### config.mk
export PLATFORM = sky130hd
export DESIGN_NAME = div_unit
export DESIGN_NICKNAME = d
export VERILOG_FILES = /design/src/rtl/div_unit.sv
export SDC_FILE = /design/constraint.sdc
export NUM_CORES = 1
export LEC_CHECK = 0
export ABC_AREA = 0
export BUFFER_PORTS_ARGS = -buffer_cell sky130_fd_sc_hd__clkbuf_2
export CAP_MARGIN = 20
export CELL_PAD_IN_SITES_DETAIL_PLACEMENT = 1
export CELL_PAD_IN_SITES_GLOBAL_PLACEMENT = 2
export CORE_AREA = 2 2 184 186
export CTS_BUF_LIST = sky130_fd_sc_hd__clkbuf_16
export DETAILED_ROUTE_END_ITERATION = 12
export DIE_AREA = 0 0 186 188
export PLACE_DENSITY_LB_ADDON = 0.2
export RECOVER_POWER = 50
export SKIP_CTS_REPAIR_TIMING = 1
export SKIP_LAST_GASP = 1
export SYNTH_ARGS = -nofsm -noshare
export SYNTH_HDL_FRONTEND = slang
export SYNTH_SLANG_ARGS = --single-unit
### constraint.sdc
create_clock -name clk -period 14.1 [get_ports clk]
set_clock_uncertainty 0.05 [all_clocks]
set_input_delay 2.82 -clock clk [delete_from_list [all_inputs] [get_ports clk]]
set_output_delay 2.82 -clock clk [all_outputs]
set_load 0.05 [all_outputs]
### src/rtl/div_unit.sv
// Multi-cycle RV32M divide/remainder unit: radix-2 restoring, one quotient bit per clock.
// Special cases (divide by zero, signed overflow) complete in a single cycle.
module div_unit (
  input  logic        clk,
  input  logic        rst_n,
  input  logic        start,
  input  logic        flush,
  input  logic [1:0]  op,
  input  logic [31:0] A,
  input  logic [31:0] B,
  output logic        busy,
  output logic        done,
  output logic [31:0] Result,
  output logic        Z_,
  output logic        N
);

  // state | meaning
  // IDLE  | no operation in flight
  // RUN   | iterating, cnt = 0..31
  // DONE  | Result valid this cycle, done pulse
  typedef enum logic [1:0] {IDLE, RUN, DONE} state_t;

  state_t      state, state_nxt;
  logic [4:0]  cnt;
  logic [31:0] rem, quo, dvs;
  logic        op_rem, neg_q, neg_r;

  logic        signed_op, b_zero, ovf, special, accept, last;
  logic [31:0] a_mag, b_mag, spec_res;
  logic [32:0] rem_sh, trial;
  logic [31:0] rem_nxt, quo_nxt, fin_q, fin_r;
  logic        res_load;
  logic [31:0] res_val;

  always_comb begin
    signed_op = ~op[0];
    a_mag     = (signed_op && A[31]) ? (~A + 32'd1) : A;
    b_mag     = (signed_op && B[31]) ? (~B + 32'd1) : B;
    b_zero    = (B == 32'd0);
    ovf       = signed_op && (A == 32'h8000_0000) && (B == 32'hFFFF_FFFF);
    special   = b_zero || ovf;
    accept    = ((state == IDLE) || (state == DONE)) && start && !flush;
    if (b_zero) spec_res = op[1] ? A : 32'hFFFF_FFFF;
    else        spec_res = op[1] ? 32'd0 : 32'h8000_0000;
  end

  // The shifted partial remainder can need 33 bits when the divisor exceeds 2^31;
  // trial[32] then serves as the borrow/sign of the subtraction.
  always_comb begin
    rem_sh  = {rem, quo[31]};
    trial   = rem_sh - {1'b0, dvs};
    rem_nxt = trial[32] ? rem_sh[31:0] : trial[31:0];
    quo_nxt = {quo[30:0], ~trial[32]};
    fin_q   = neg_q ? (~quo_nxt + 32'd1) : quo_nxt;
    fin_r   = neg_r ? (~rem_nxt + 32'd1) : rem_nxt;
    last    = (state == RUN) && (cnt == 5'd31);
  end

  always_comb begin
    state_nxt = state;
    case (state)
      IDLE, DONE: begin
        if (start) state_nxt = special ? DONE : RUN;
        else       state_nxt = IDLE;
      end
      RUN:     if (cnt == 5'd31) state_nxt = DONE;
      default: state_nxt = IDLE;
    endcase
    if (flush) state_nxt = IDLE;
  end

  always_comb begin
    res_load = !flush && ((accept && special) || last);
    res_val  = (state == RUN) ? (op_rem ? fin_r : fin_q) : spec_res;
  end

  always_ff @(posedge clk) begin
    if (!rst_n) state <= IDLE;
    else        state <= state_nxt;
  end

  always_ff @(posedge clk) begin
    if (!rst_n) begin
      cnt    <= 5'd0;
      rem    <= 32'd0;
      quo    <= 32'd0;
      dvs    <= 32'd0;
      op_rem <= 1'b0;
      neg_q  <= 1'b0;
      neg_r  <= 1'b0;
      Result <= 32'd0;
      Z_     <= 1'b1;
      N      <= 1'b0;
    end else begin
      if (flush) begin
        cnt <= 5'd0;
      end else if (accept) begin
        cnt    <= 5'd0;
        rem    <= 32'd0;
        quo    <= a_mag;
        dvs    <= b_mag;
        op_rem <= op[1];
        neg_q  <= signed_op && (A[31] ^ B[31]);
        neg_r  <= signed_op && A[31];
      end else if (state == RUN) begin
        rem <= rem_nxt;
        quo <= quo_nxt;
        cnt <= cnt + 5'd1;
      end
      if (res_load) begin
        Result <= res_val;
        Z_     <= (res_val == 32'd0);
        N      <= res_val[31];
      end
    end
  end

  assign busy = (state == RUN);
  assign done = (state == DONE);

endmodule

After elaboration in Yosys (flattened, before gate mapping)

Cells that the tools add are included.

Register bits: 140
Input bits: 70
Output and inout port bits: 36
Logic and storage cells: 73

Add/subtract/negate cells: 6
Equality and inequality tests: 6
Mux-type cells: 18
Bitwise logic cells: 9
Reduce and logical (&&, ||, !) cells: 23

Operators by type and width:

| operator                                                                | count |
|---|---|
| 32-bit two-way mux                                                      | 14 |
| 32-bit by 1-bit adder with 32-bit output, second input constant         | 4 |
| 32-bit NOT                                                              | 4 |
| 32-bit == test, second input constant                                   | 2 |
| 32-bit logical NOT                                                      | 2 |
| 33-bit by 32-bit subtractor with 33-bit output                          | 1 |
| 1-bit logical AND                                                       | 10 |
| 2-bit two-way mux                                                       | 3 |
| 5-bit by 1-bit adder with 5-bit output, second input constant           | 1 |
| 5-bit == test, second input constant                                    | 1 |
| 1-bit NOT                                                               | 4 |
| 2-bit case mux with 2 select lines                                      | 1 |
| 2-bit AND reduction                                                     | 2 |
| 2-bit OR reduction                                                      | 2 |
| 1-bit logical OR                                                        | 3 |
| 3-bit OR reduction                                                      | 1 |
| 2-bit by 1-bit == test with 1-bit output, second input constant         | 1 |
| 2-bit == test, second input constant                                    | 1 |
| 2-bit logical NOT                                                       | 1 |
| 2-bit by 1-bit inequality test with 1-bit output, second input constant | 1 |
| 2-bit nonzero test                                                      | 1 |
| 1-bit logical NOT                                                       | 1 |
| 1-bit XOR                                                               | 1 |

Longest topological paths before layout

Depth in word-level cells: 8
Depth in mapped cells: 28

Least setup slack after synthesis

OpenSTA, ideal clock, no wires.

Path type: input -> register
Start: input A[20]
End: register Z_
Arrival: 6,149 ps
Setup slack: 7,843 ps
Stages: 15
Buffers on the path: 1
Cell sequence: or4_1 > or3_1 > or3_1 > or3_4 > o41ai_4 > a22o_1 > buf_4 > o21ai_1 > o31ai_2 > o221ai_1 > nor4_1 > nand4b_1 > nor3_1 > and4b_1 > a31o_1

Word-level cells in the longest chain between the ends: 7
Elaborated cells on any way between the ends: 11
Classes of those cells: 1 x eq/ne; 3 x mux; 7 x reduce/logical

RTL lines:

| item                            | RTL line | source |
|---|---|---|
| from (decl)                     | 9        | `input logic [31:0] A,` |
| 32-bit == test                  | 41       | `ovf = signed_op && (A == 32'h8000_0000) && (B == 32'hFFFF_FFFF);` |
| 1-bit logical AND (2 in series) | 41       |  |
| 1-bit logical OR                | 42       | `special = b_zero \|\| ovf;` |
| 1-bit logical AND               | 74       | `res_load = !flush && ((accept && special) \|\| last);` |
| 1-bit logical OR                | 74       |  |
| 1-bit logical AND               | 74       |  |
| to (signal assigned)            | 113      | `Z_ <= (res_val == 32'd0);` |
| to (decl)                       | 14       | `output logic Z_,` |

Parallel ways exist; a longest one is shown, timed or not.
A chain may end at the register's enable or synchronous reset.

Worst setup path in the final report

Start: register quo[31]
End: register Z_

Word-level cells in the longest chain between the ends: 8
Elaborated cells on any way between the ends: 12
Classes of those cells: 3 x add/sub; 5 x mux; 3 x bitwise; 1 x reduce/logical

RTL lines:

| item                                                               | RTL line | source |
|---|---|---|
| from (decl)                                                        | 26       | `logic [31:0] rem, quo, dvs;` |
| from (signal assigned)                                             | 101      | `quo <= a_mag;` |
| from (signal assigned)                                             | 108      | `quo <= quo_nxt;` |
| 33-bit by 32-bit subtractor with 33-bit output                     | 52       | `trial = rem_sh - {1'b0, dvs};` |
| 32-bit two-way mux or 1-bit NOT (tied branches)                    | 53, 54   |  |
| 32-bit NOT, on equally long branches                               | 56, 55   |  |
| 32-bit by 1-bit adder with 32-bit output, on equally long branches | 56, 55   |  |
| 32-bit two-way mux, on equally long branches                       | 56, 55   |  |
| 32-bit two-way mux (*) (2 in series)                               | 75       | `res_val = (state == RUN) ? (op_rem ? fin_r : fin_q) : spec_res;` |
| 32-bit logical NOT (*)                                             | 113      |  |

Mark *: on every way between the ends. The rest lies on a longest branch, timed or not.

==> key figures <==
Layout
  • P&R area growth vs syn: 10.6%
  • Final #Nets: 1,831
  • Final core occ: 41.2%
  • Share of cells above drive strength 1: 9.00%

Min path
  • Worst hold path type: flop to flop
  • Hold Path Sink: cnt[4]
  • Hold Path Origin: cnt[4]
  • Hold path cells: 2

Flow run
  • Max-cap viol count: 4

STA
  • Period utilization: 56.8%
  • Hold WS: 412 ps
  • Fin. Hold Viols: 0
  • Worst slew pin tran: 4150 ps
  • Fmax: 125 MHz
  • Max_slew headroom: -177%
  • Setup ws final: 6090 ps
  • Final Max Tran Viols: 244
  • Minimum clock period: 8010 ps
  • # setup viols final: 0
  • Unrepaired setup endpoints after global routing: no
  • Setup tns final: 0 ps

Setup path
  • Critical path launch point type: flop
  • Reg2Reg Setup Slack: 6090 ps
  • CP Max Fanout: 63
  • Worst-path cell chain: inv_1 -> ha_1 -> inv_1 -> fa_1 -> a211oi_1 -> o211ai_1 -> a22oi_1 -> a21oi_1 -> o211a_1 -> inv_1 -> clkbuf_1 -> nand3_2 -> a222oi_1 -> a21oi_1 -> xor2_1 -> a221oi_2 -> nand3b_1 -> nor3_1 -> and4b_1 -> a31o_1
  • Setup crit end kind: flop
  • Slowest-stage cell, CP: clkbuf_1
  • Setup CP Type: flop to flop
  • Worst r2r dst: Z_
  • Reg-to-Reg Start: quo[31]
  • R2R cell count: 20
  • CP peak stage delay: 1890 ps
  • Most used cell, CP: inv_1
  • Req. time, crit path: 14,420 ps
  • Worst EP arrival: 8330 ps

Global routing
  • Busiest grt layer: met2
  • Largest net degree at the start of global routing: 93
  • First-pass GRT wire length: 74.8 mm
  • Vias in the first global route: 13,111
  • Initial antenna violation count: 0
  • Met2 usage in global routing: 45.2%
  • Met3 Usage GRT: 4.14%
  • GR Util met1: 35.3%
  • Aggregate global-route resource usage: 27.5%
  • Remaining Overflow, GRT: 0

Logic synthesis
  • Netlist cell types: 92
  • Synth async-reset ratio: 0%
  • #FFs+latches synth: 139
  • Post-synth EDFFs: 0
  • Avg Inst Size Synth: 7.31 um2
  • Synth Flop Type: dfxtp_1
  • Sequential area share after synthesis: 22.6%
  • Synthesized cell area: 12,300 um2
  • Synth warn: 0
  • Mapped Cells: 1,688
  • Mapped Nets: 1,798

Detailed routing
  • TritonRoute pass-1 iters: 5
  • Final WL: 47.2 mm
  • DRC: 0
  • Antenna Nets Post-Route: 0
  • Vias: 12,958
  • 1st-iter DRT viols: 763
  • Routed vias/inst: 5.94
  • Wire per inst: 21.6 um

Floorplanning
  • Die Wd: 186 um
  • Die Ht: 188 um
  • Initial core utilization: 37.2%
  • I/O Pins: 106
  • Site row count: 67
  • CORE AREA: 33,100 um2
  • Die outline area: 35,000 um2

Clock network
  • CTS tree: yes
  • # clock sinks: 139
  • Clk buf depth: 2
  • Clk slew on worst S/H paths: 80 ps
  • CTS H-tree depth: 4
  • CTS Root Cell: clkbuf_16
  • Num CTS Buffers: 17
  • Clock Latency Late Sink: 470 ps

Place
  • Final GP Congestion: 0.858
  • DP Worst Slack: 6640 ps
  • Dpl hpwl: 35.8 mm
  • Number of buffers inserted by port buffering: 105

Pwr
  • Pleak: 0.00552 uW
  • Power, Total: 1200 uW
  • Pwr/cell area: 87.7 nW/um2
  • Peak supply drop: 90.3 uV

Status
  • Violated checks: max-capacitance violations, max-slew violations
  • Status: finished, violations left
[Yosys cell counts, drive strengths merged (11+ instances only)]
library cell  number  area, um2
nor3              47        235
o41ai             12        124
a211oi            17        133
a31oi             12       90.1
nand2            236        886
o221ai            11       96.3
o21ai            125        629
nor2b             44        275
nor4              21        131
nand3             68        350
dfxtp            139       2780
nand4             32        200
o211ai            22        165
xnor2             73        639
o211a             55        551
nor2              91        342
nand2b            16        100
a21oi             98        494
buf               34        159
a22oi             19        153
mux2i             25        250
or3               27        174
or4               13       97.6
clkbuf            77        289
inv               57        214
xor2              62        543
ha                39        488
and2              40        253
and3              13       81.3
o31ai             30        230
[critical path, delay by kind of cell, from the launching register on]
kind	cells	cell delay [ps]
AOI/OAI and AO/OA	9	3520
buffers and inverters	4	2440
DFF	1	370
xor gates and xnor gates	1	220
adders and majority gates	2	660
and+or+nand+nor	4	600
[metal layers]
layer  up-vias  routed length, um
met5         -                  0
met4         0               1940
met3        72               2130
met2       309              21900
met1      6326              21300
li1       6251                  -
[cell usage in the layout, fill, tap and decap left out, types with 32 or more instances in the layout]
cell      synthesis  final
a21oi_1          97     97
and2_1           38     37
clkbuf_1         77     39
clkbuf_2          0     69
dfxtp_1         139    139
ha_1             39     39
inv_1            56     57
nand2_1         236    236
nand3_1          66     66
nand4_1          32     32
nor2_1           91     88
nor2b_1          44     44
nor3_1           47     47
o211a_1          55     55
o21ai_0         120    120
xnor2_1          73     73
xor2_1           62     62
[through the flow]
stage	instances	cell area [um2]
after global routing	2182	13600
after global placement	2149	13100
after CTS	2182	13700
after detailed placement	2150	13100
after floorplan	1688	12300
final	2183	13600
[flip-flops by register name, indices dropped and copies added, names as in the netlist]
register / count
Result: 32
Z_: 1
cnt: 5
dvs: 32
neg_q: 1
neg_r: 1
op_rem: 1
quo: 32
rem: 32
state: 2
[power breakdown]
part	leakage, uW	internal (uW)	switching [uW]
clock network	0.000274	245	210
registers	0.00113	406	15.9
logic	0.00412	112	207
[how the worst max path moves through the flow]
stage / startpoint / end / slack [ps] / cells after the start
floorplan: A[20] / Z_ / 7840 / 15
global placement: B[2] / Z_ / 6780 / 15
detailed placement: B[2] / Z_ / 6640 / 15
CTS: B[2] / Z_ / 7140 / 15
global route: quo[31] / Z_ / 5240 / 20
finish: quo[31] / Z_ / 6090 / 20
[cells by family (layout without fill, tap and decap cells)]
family	Yosys count	after routing	synth area share, %
and+or+nand+nor	670	670	26.7
AOI/OAI and AO/OA	504	504	29.0
buffers and inverters	168	214	5.37
DFF	139	139	22.6
xor gates and xnor gates	135	135	9.59
adders and majority gates	40	40	4.12
muxes	32	32	2.67
other	0	1	0
[layout make-up]
type / count / area [um2]
fillers: 4209 / 19500
multi-input cells: 1381 / 8900
flip-flops and latches: 139 / 2780
repair buffers: 125 / 619
well taps: 448 / 561
clock buffers: 17 / 425
inverters: 57 / 214
clock inverters: 15 / 138
diodes: 1 / 2.50
Note: power is estimated with default switching activity, not from simulation.
